`config.mk`:
```
export PLATFORM = sky130hd
export DESIGN_NAME = ps2_cmd_sequencer
export DESIGN_NICKNAME = d
export VERILOG_FILES = /design/src/rtl/ps2_cmd_sequencer.sv
export SDC_FILE = /design/constraint.sdc
export NUM_CORES = 1
export LEC_CHECK = 0
export ABC_AREA = 1
export CORE_MARGIN = 2
export CORE_UTILIZATION = 33
export CTS_BUF_LIST = sky130_fd_sc_hd__clkbuf_16
export DETAILED_ROUTE_END_ITERATION = 8
export GPL_ROUTABILITY_DRIVEN = 0
export PLACE_DENSITY = 0.59
export SLEW_MARGIN = 20
export SYNTH_ARGS = -nofsm -noshare
export SYNTH_HDL_FRONTEND = slang
export SYNTH_SLANG_ARGS = --single-unit
```
`constraint.sdc`:
```
create_clock -name CLOCK_50 -period 3.7 [get_ports CLOCK_50]
set_input_delay 0.74 -clock CLOCK_50 [delete_from_list [all_inputs] [get_ports CLOCK_50]]
set_output_delay 0.74 -clock CLOCK_50 [all_outputs]
set_load 0.01 [all_outputs]
```
`src/rtl/ps2_cmd_sequencer.sv`:
```
// ps2_cmd_sequencer
//   Shares the PS/2 controller's send path between two requesters and runs
//   1- or 2-byte host-to-keyboard commands. Each byte is resent on a 0xFE
//   reply, a controller send failure or a response timeout, up to MAX_RETRY
//   resends. Received bytes that are not command responses are forwarded as
//   a scan-code stream.
//
// Ports
//   CLOCK_50, reset            clock, asynchronous active-high reset
//   req[1:0]                   request lines, held until the matching done
//   req_cmd/req_arg[15:0]      per-requester command/argument bytes
//   req_has_arg[1:0]           per-requester: transaction has an argument byte
//   done[1:0], err             end-of-transaction pulse, err = retries exhausted
//   busy                       transaction in progress
//   ps2_the_command/ps2_send_command          byte and send request to controller
//   ps2_command_was_sent/ps2_error_timed_out  controller send status
//   ps2_received_data/ps2_received_data_en    byte from the keyboard
//   key_data/key_valid         forwarded scan code, registered
module ps2_cmd_sequencer #(
  parameter int ACK_TIMEOUT_CYCLES = 1000000,
  parameter int MAX_RETRY          = 3
) (
  input  logic        CLOCK_50,
  input  logic        reset,
  input  logic [1:0]  req,
  input  logic [15:0] req_cmd,
  input  logic [15:0] req_arg,
  input  logic [1:0]  req_has_arg,
  output logic [1:0]  done,
  output logic        err,
  output logic        busy,
  output logic [7:0]  ps2_the_command,
  output logic        ps2_send_command,
  input  logic        ps2_command_was_sent,
  input  logic        ps2_error_timed_out,
  input  logic [7:0]  ps2_received_data,
  input  logic        ps2_received_data_en,
  output logic [7:0]  key_data,
  output logic        key_valid
);

  localparam int              CNT_W     = $clog2(ACK_TIMEOUT_CYCLES);
  localparam logic [CNT_W-1:0] CNT_LAST = CNT_W'(ACK_TIMEOUT_CYCLES - 1);
  localparam logic [2:0]      RETRY_MAX = 3'(MAX_RETRY);
  localparam logic [7:0]      RSP_ACK   = 8'hFA;
  localparam logic [7:0]      RSP_RESEND = 8'hFE;

  typedef enum logic [1:0] {IDLE, SEND, WAIT_ACK, DONE} state_t;

  state_t           state, state_nxt;
  logic             gnt_q, gnt_nxt;       // requester owning the current transaction
  logic             ptr_q;                // last requester that completed
  logic             byte_idx_q, byte_idx_nxt;
  logic [2:0]       att_q, att_nxt;
  logic [CNT_W-1:0] cnt_q, cnt_nxt;
  logic             err_q, err_nxt;
  logic             load;
  logic             fail;
  logic             fwd;
  logic [7:0]       cmd_q, arg_q;
  logic             has_arg_q;
  logic [7:0]       key_data_p1;
  logic             vld_p1;

  logic rx_ack, rx_resend;
  assign rx_ack    = ps2_received_data_en && (ps2_received_data == RSP_ACK);
  assign rx_resend = ps2_received_data_en && (ps2_received_data == RSP_RESEND);

  always_comb begin
    state_nxt    = state;
    gnt_nxt      = gnt_q;
    byte_idx_nxt = byte_idx_q;
    att_nxt      = att_q;
    cnt_nxt      = cnt_q;
    err_nxt      = err_q;
    load         = 1'b0;
    fail         = 1'b0;
    case (state)
      IDLE: begin
        if (|req) begin
          // On a tie the requester that did not finish last wins.
          gnt_nxt      = (req == 2'b11) ? ~ptr_q : req[1];
          load         = 1'b1;
          byte_idx_nxt = 1'b0;
          att_nxt      = 3'd0;
          err_nxt      = 1'b0;
          state_nxt    = SEND;
        end
      end
      SEND: begin
        // A controller failure outranks a simultaneous was_sent.
        if (ps2_error_timed_out) begin
          fail = 1'b1;
        end else if (ps2_command_was_sent) begin
          cnt_nxt   = '0;
          state_nxt = WAIT_ACK;
        end
      end
      WAIT_ACK: begin
        if (cnt_q != CNT_LAST) cnt_nxt = cnt_q + CNT_W'(1);
        // A response arriving on the last counted cycle beats the timeout.
        if (rx_ack) begin
          if (!byte_idx_q && has_arg_q) begin
            byte_idx_nxt = 1'b1;
            att_nxt      = 3'd0;
            state_nxt    = SEND;
          end else begin
            err_nxt   = 1'b0;
            state_nxt = DONE;
          end
        end else if (rx_resend || (cnt_q == CNT_LAST)) begin
          fail = 1'b1;
        end
      end
      DONE: begin
        state_nxt = IDLE;
      end
      default: begin
        state_nxt = IDLE;
      end
    endcase
    if (fail) begin
      if (att_q < RETRY_MAX) begin
        att_nxt   = att_q + 3'd1;
        state_nxt = SEND;
      end else begin
        err_nxt   = 1'b1;
        state_nxt = DONE;
      end
    end
  end

  // WAIT_ACK swallows only the two command responses; everything else is a scan code.
  assign fwd = ps2_received_data_en && !((state == WAIT_ACK) && (rx_ack || rx_resend));

  always_ff @(posedge CLOCK_50 or posedge reset) begin
    if (reset) begin
      state       <= IDLE;
      gnt_q       <= 1'b0;
      ptr_q       <= 1'b1;
      byte_idx_q  <= 1'b0;
      att_q       <= 3'd0;
      cnt_q       <= '0;
      err_q       <= 1'b0;
      vld_p1      <= 1'b0;
      key_data_p1 <= 8'h00;
    end else begin
      state      <= state_nxt;
      gnt_q      <= gnt_nxt;
      byte_idx_q <= byte_idx_nxt;
      att_q      <= att_nxt;
      cnt_q      <= cnt_nxt;
      err_q      <= err_nxt;
      if (state == DONE) ptr_q <= gnt_q;
      // ---- forward stage p1 ----
      vld_p1 <= fwd;
      if (fwd) key_data_p1 <= ps2_received_data;
    end
  end

  // Transaction payload, captured at grant and ignored thereafter.
  always_ff @(posedge CLOCK_50) begin
    if (load) begin
      cmd_q     <= gnt_nxt ? req_cmd[15:8] : req_cmd[7:0];
      arg_q     <= gnt_nxt ? req_arg[15:8] : req_arg[7:0];
      has_arg_q <= gnt_nxt ? req_has_arg[1] : req_has_arg[0];
    end
  end

  assign ps2_send_command = (state == SEND);
  assign ps2_the_command  = (state == SEND) ? (byte_idx_q ? arg_q : cmd_q) : 8'h00;
  assign busy             = (state != IDLE);
  assign done             = (state == DONE) ? (gnt_q ? 2'b10 : 2'b01) : 2'b00;
  assign err              = (state == DONE) && err_q;
  assign key_data         = key_data_p1;
  assign key_valid        = vld_p1;

endmodule

```
Yosys cells after proc, flatten, opt, wreduce, memory -nomap -nowiden
Index checks and enable logic that the tools add are counted.
{ "word_totals": {"ff_bits": 55, "elab_cells": 96} }
{ "op_classes": {"reduce_logical": 18, "n_bitwise": 1, "n_mux": 44, "eq_ne": 18, "add_sub_neg": 2, "order_cmp": 1} }
{ "ops": {"columns": ["op", "n"], "rows": [
  ["2-to-1 mux 20 bit", 3],
  ["one-hot mux 20 bit (2 select lines)", 1],
  ["2-to-1 mux 8 bit", 4],
  ["adder 20 x 1 -> 20 bit (second input constant)", 1],
  ["equality test 20 bit (second input constant)", 1],
  ["inequality test 20 bit (second input constant)", 1],
  ["2-to-1 mux 2 bit", 9],
  ["2-to-1 mux 1 bit", 17],
  ["equality test 8 bit (second input constant)", 2],
  ["2-to-1 mux 3 bit", 5],
  ["AND reduction 4 bit", 3],
  ["inequality test 2 bit (second input constant)", 5],
  ["one-hot mux 2 bit (4 select lines)", 1],
  ["equality test 2 bit (second input constant)", 3],
  ["logical AND 1 bit", 6],
  ["inequality test 3 bit (second input constant)", 2],
  ["one-hot mux 1 bit (2 select lines)", 3],
  ["one-hot mux 3 bit (2 select lines)", 1],
  ["nonzero test 2 bit", 3],
  ["adder 3 x 1 -> 3 bit (second input constant)", 1],
  ["less-than comparator 3 x 2 -> 1 bit (second input constant)", 1],
  ["inequality test 3 x 1 -> 1 bit (second input constant)", 1],
  ["inequality test 3 x 2 -> 1 bit (second input constant)", 1],
  ["equality test 2 x 1 -> 1 bit (second input constant)", 1],
  ["other kinds (6)", 8]
]} }

Depth between registers and ports, before layout
{ "logic_depth": {"ltp_word": 8, "ltp_mapped": 11, "mapped_depth_nobuf": 11} }

Least setup slack after synthesis
No wires, ideal clock.
{ "synth_timing": {"kind": "register to register", "from": "register state[1]", "to": "register arg_q[0], data pin", "stages_incl_launch_ff": 10, "path_slack_ps": 1291, "required_ps": 3448, "period_less_slack_ps": 2409, "arrival_ps": 2157, "cell_sequence": "dfrtp_1 -> inv_1 -> ha_1 -> inv_1 -> nor2_1 -> or2_1 -> nand2_4 -> buf_2 -> nand2_1 -> nand2_1"} }
{ "synth_via": {"elab_chain_cells": 3} }
{ "synth_lines": {"columns": ["element", "line_no", "source"], "rows": [
  ["from (decl)", "50", "state_t state, state_nxt;"],
  ["from (signal assigned)", "148", "state <= state_nxt;"],
  ["zero test 2 bit", "78", "case (state)"],
  ["2-to-1 mux 1 bit", "78", null],
  ["2-to-1 mux 8 bit", "165", "arg_q <= gnt_nxt ? req_arg[15:8] : req_arg[7:0];"],
  ["to (signal assigned)", "165", null],
  ["to (decl)", "60", "logic [7:0] cmd_q, arg_q;"]
]} }
Every way passes these cells.
A chain may end at the register's enable or synchronous reset.

Final worst setup path
{ "layout_timing": {"from": "register state[1]", "to": "output ps2_the_command[4]"} }
{ "layout_via": {"elab_chain_cells": 2} }
{ "layout_lines": {"columns": ["element", "line_no", "source"], "rows": [
  ["equality test 2 x 1 -> 1 bit", "171", "assign ps2_the_command = (state == SEND) ? (byte_idx_q ? arg_q : cmd_q) : 8'h00;"],
  ["2-to-1 mux 8 bit", "171", null],
  ["to (decl)", "32", "output logic [7:0] ps2_the_command,"]
]} }
Every way passes these cells.

==> flow_metrics.env <==
export IMPL_synthArstFlopShare_pct=69.1
export IMPL_critical_path_max_fanout=11
export IMPL_post_cts_buffers=0
export IMPL_diodes=0
export IMPL_critPathSlowestCell="clkdlybuf4s50_1"
export IMPL_yosysWarningCount=0
export IMPL_post_cts_resized=0
export IMPL_rsz0062_at_grt="false"
export IMPL_cp_arrival_ns=2.09
export IMPL_fin_skew_ns=0.00706
export IMPL_synth_top_cell_area_share_pct=29.1
export IMPL_grtUsageTotal_pct=15.4
export IMPL_ys_types=28
export IMPL_cts_root_buffer="clkbuf_16"
export IMPL_vias=2907
export IMPL_clk_latency_ns=0.29
export IMPL_gr_total_overflow=0
export IMPL_area_growth_syn_to_layout_pct=29.6
export IMPL_critPathLaunchType="flop"
export IMPL_tns_ns=0
export IMPL_placed_cell_area_mm2=0.00398
export IMPL_core_region_area_mm2=0.00928
export IMPL_slowest_delay_ns=0.57
export IMPL_worst_slew_pin_slew_ns=0.496
export IMPL_first_pass_iters=4
export IMPL_synth_avg_cell_area_um2=7.41
export IMPL_synth_flop_cell="dfrtp_1"
export IMPL_maxCapViolations=0
export IMPL_io_pins=71
export IMPL_slew_viol_final=0
export IMPL_drc=0
export IMPL_cts_sinks=55
export IMPL_cp_end_kind="primary output"
export IMPL_ys_seq_area_share_pct=46.0
export IMPL_powerDensity_mw_per_mm2=579
export IMPL_wl_per_cell_um=11.9
export IMPL_drive_above_1_share_pct=5.40
export IMPL_crit_required_ns=2.96
export IMPL_die_area_mm2=0.0104
export IMPL_netlist_area_mm2=0.00318
export IMPL_syn_num_nets=484
export IMPL_status="finished, final reports clean"
export IMPL_hold_class="reg2reg"
export IMPL_antenna_left=0
export IMPL_grt_pass1_vias=2889
export IMPL_cts_tree="yes"
export IMPL_crit_type="reg2out"
export IMPL_ir_worst_vdd_v=0.000351
export IMPL_cts_buffer_depth=2
export IMPL_synthTopCellsByArea="dfrtp_1 29%, nand2_1 19%, edfxtp_1 16%"
export IMPL_nets=554
export IMPL_crit_chain="inv_1 > ha_1 > o21ai_0 > nor2_1 > clkdlybuf4s50_1"
export IMPL_leakagePower_uw=0.00187
export IMPL_rows=35
export IMPL_cts_buffers=5
export IMPL_slew_headroom_pct=67.0
export IMPL_wirelength_um=7510
export IMPL_period_minus_slack_ns=2.83
export IMPL_synth_most_common_cell="nand2_1"
export IMPL_ys_seq_elements=55
export IMPL_synthTopCellsByCount="160 x nand2_1, 48 x nor2_1, 38 x inv_1, 37 x dfrtp_1, 29 x nand3_1"
export IMPL_netlist_instances=429
export IMPL_htree_levels=2
export IMPL_initial_core_util_pct=34.2
export IMPL_post_place_ws_ns=1.10
export IMPL_fp_dieW_um=102
export IMPL_grt_antenna_before_repair=0
export IMPL_drt_iter0_markers=132
export IMPL_path_clk_slew_ns=0.07
export IMPL_period_share_pct=76.6
export IMPL_setup_viol=0
export IMPL_synth_edf_count=17
export IMPL_die_h_um=102
export IMPL_synth_largest_area_cell="dfrtp_1"
export IMPL_grt_pass1_wl_um=12900
export IMPL_critPathBufInv=2
export IMPL_grt_max_degree=39
export IMPL_place_inst=621
export IMPL_fin_area_mm2=0.00412
export IMPL_total_power_uw=2390
export IMPL_fmax_mhz=353
export IMPL_cts_hold_buffers=0
export IMPL_place_port_buffers=70
export IMPL_final_cell_count_no_fill=629
export IMPL_setup_slack_ns=0.865
export IMPL_via_per_inst=4.62
export IMPL_finalHoldViolCount=0
export IMPL_cp_top_family="buffers and inverters"
export IMPL_place_hpwl_um=5690
==> state kept, by name, summed over array words and instances (netlist names), 2 cells and up <==
register and count:
cnt_q 20, arg_q 8, cmd_q 8, key_data 8, att_q 3, state 2
==> stage by stage <==
stage / hold WS (ns) / utilization, %
5_1_grt: 0.505 / 44.4
3_3_place_gp: 0.464 / 42.9
6_report: 0.485 / 44.4
4_1_cts: 0.490 / 44.4
3_5_place_dp: 0.468 / 42.9
2_1_floorplan: 0.450 / -
==> layout by cell type, fill, tap and decap left out <==
cell type          n
nand2_1          160
clkdlybuf4s50_1   70
nor2_1            48
inv_1             39
dfrtp_1           37
nand3_1           29
o21ai_0           19
edfxtp_1          17
nand4_1           16
o21ai_1           15
inv_2              6
xor2_1             6
ha_1               6
a21oi_1            5
clkbuf_16          5
nor2_2             3
nor3_1             3
buf_4              3
nand2_2            2
nand2_4            2
nand3b_1           1
nand3_2            1
nor3_2             1
or2_2              1
or2_1              1
a22o_1             1
clkinv_2           1
clkinvlp_4         1
dfstp_2            1
==> worst paths after layout <==
check                                          endpoint                    start  slack [ns]  cells after the start
max in group asynchronous             ptr_q$_DFFE_PP1N_                    reset        2.46                      3
worst max-delay path                 ps2_the_command[4]     state[1]$_DFFE_PP0P_        0.87                      5
worst max register to register       arg_q[2]$_DFFE_PP_     state[1]$_DFFE_PP0P_        1.57                     10
worst min-delay path            key_data[6]$_DFFE_PP0P_  key_data[6]$_DFFE_PP0P_        0.49                      2
min in group asynchronous       key_data[0]$_DFFE_PP0P_                    reset        0.88                      3
worst min register to register  key_data[6]$_DFFE_PP0P_  key_data[6]$_DFFE_PP0P_        0.49                      2
==> layout make-up <==
| class | count | area (um^2) |
|---|---|---|
| well taps | 129 | 161 |
| multi-input cells | 320 | 1470 |
| flip-flops and latches | 55 | 1460 |
| inverters | 44 | 165 |
| clock buffers | 5 | 125 |
| repair buffers | 73 | 723 |
| fillers | 981 | 5160 |
| clock inverters | 3 | 16.3 |
==> cell families after synthesis <==
group                    after synthesis  synth area share (%)
AND/OR/NAND/NOR                      268                  35.7
flip-flops                            55                  46.0
buffers and inverters                 54                  7.87
AO/OA/AOI/OAI                         40                  6.41
XOR/XNOR                               6                  1.65
adder cells (fa/ha/maj)                6                  2.36
==> tightest hold or removal path, delay by kind of cell (launching register included) <==
kind / cells / cell delay, ns
flops: 1 / 0.35
simple gates: 2 / 0.10
==> power breakdown <==
group	switching, uW	internal [uW]	total (uW)	leakage [uW]
Clock	211	248	459	0.0000710
Combinational	697	380	1080	0.00114
Sequential	62.0	788	850	0.000660
Total	970	1410	2390	0.00187
==> layer usage <==
metal  vias up  global-route usage, %  share of wire [%]
met4         0                   3.49               0.85
met1      1312                   20.7                 49
li1       1519                      -                  -
met5         -                      0                  0
met3         8                   3.56                5.2
met2        68                   25.4                 45
No activity file was read; power rests on OpenSTA's default activity.
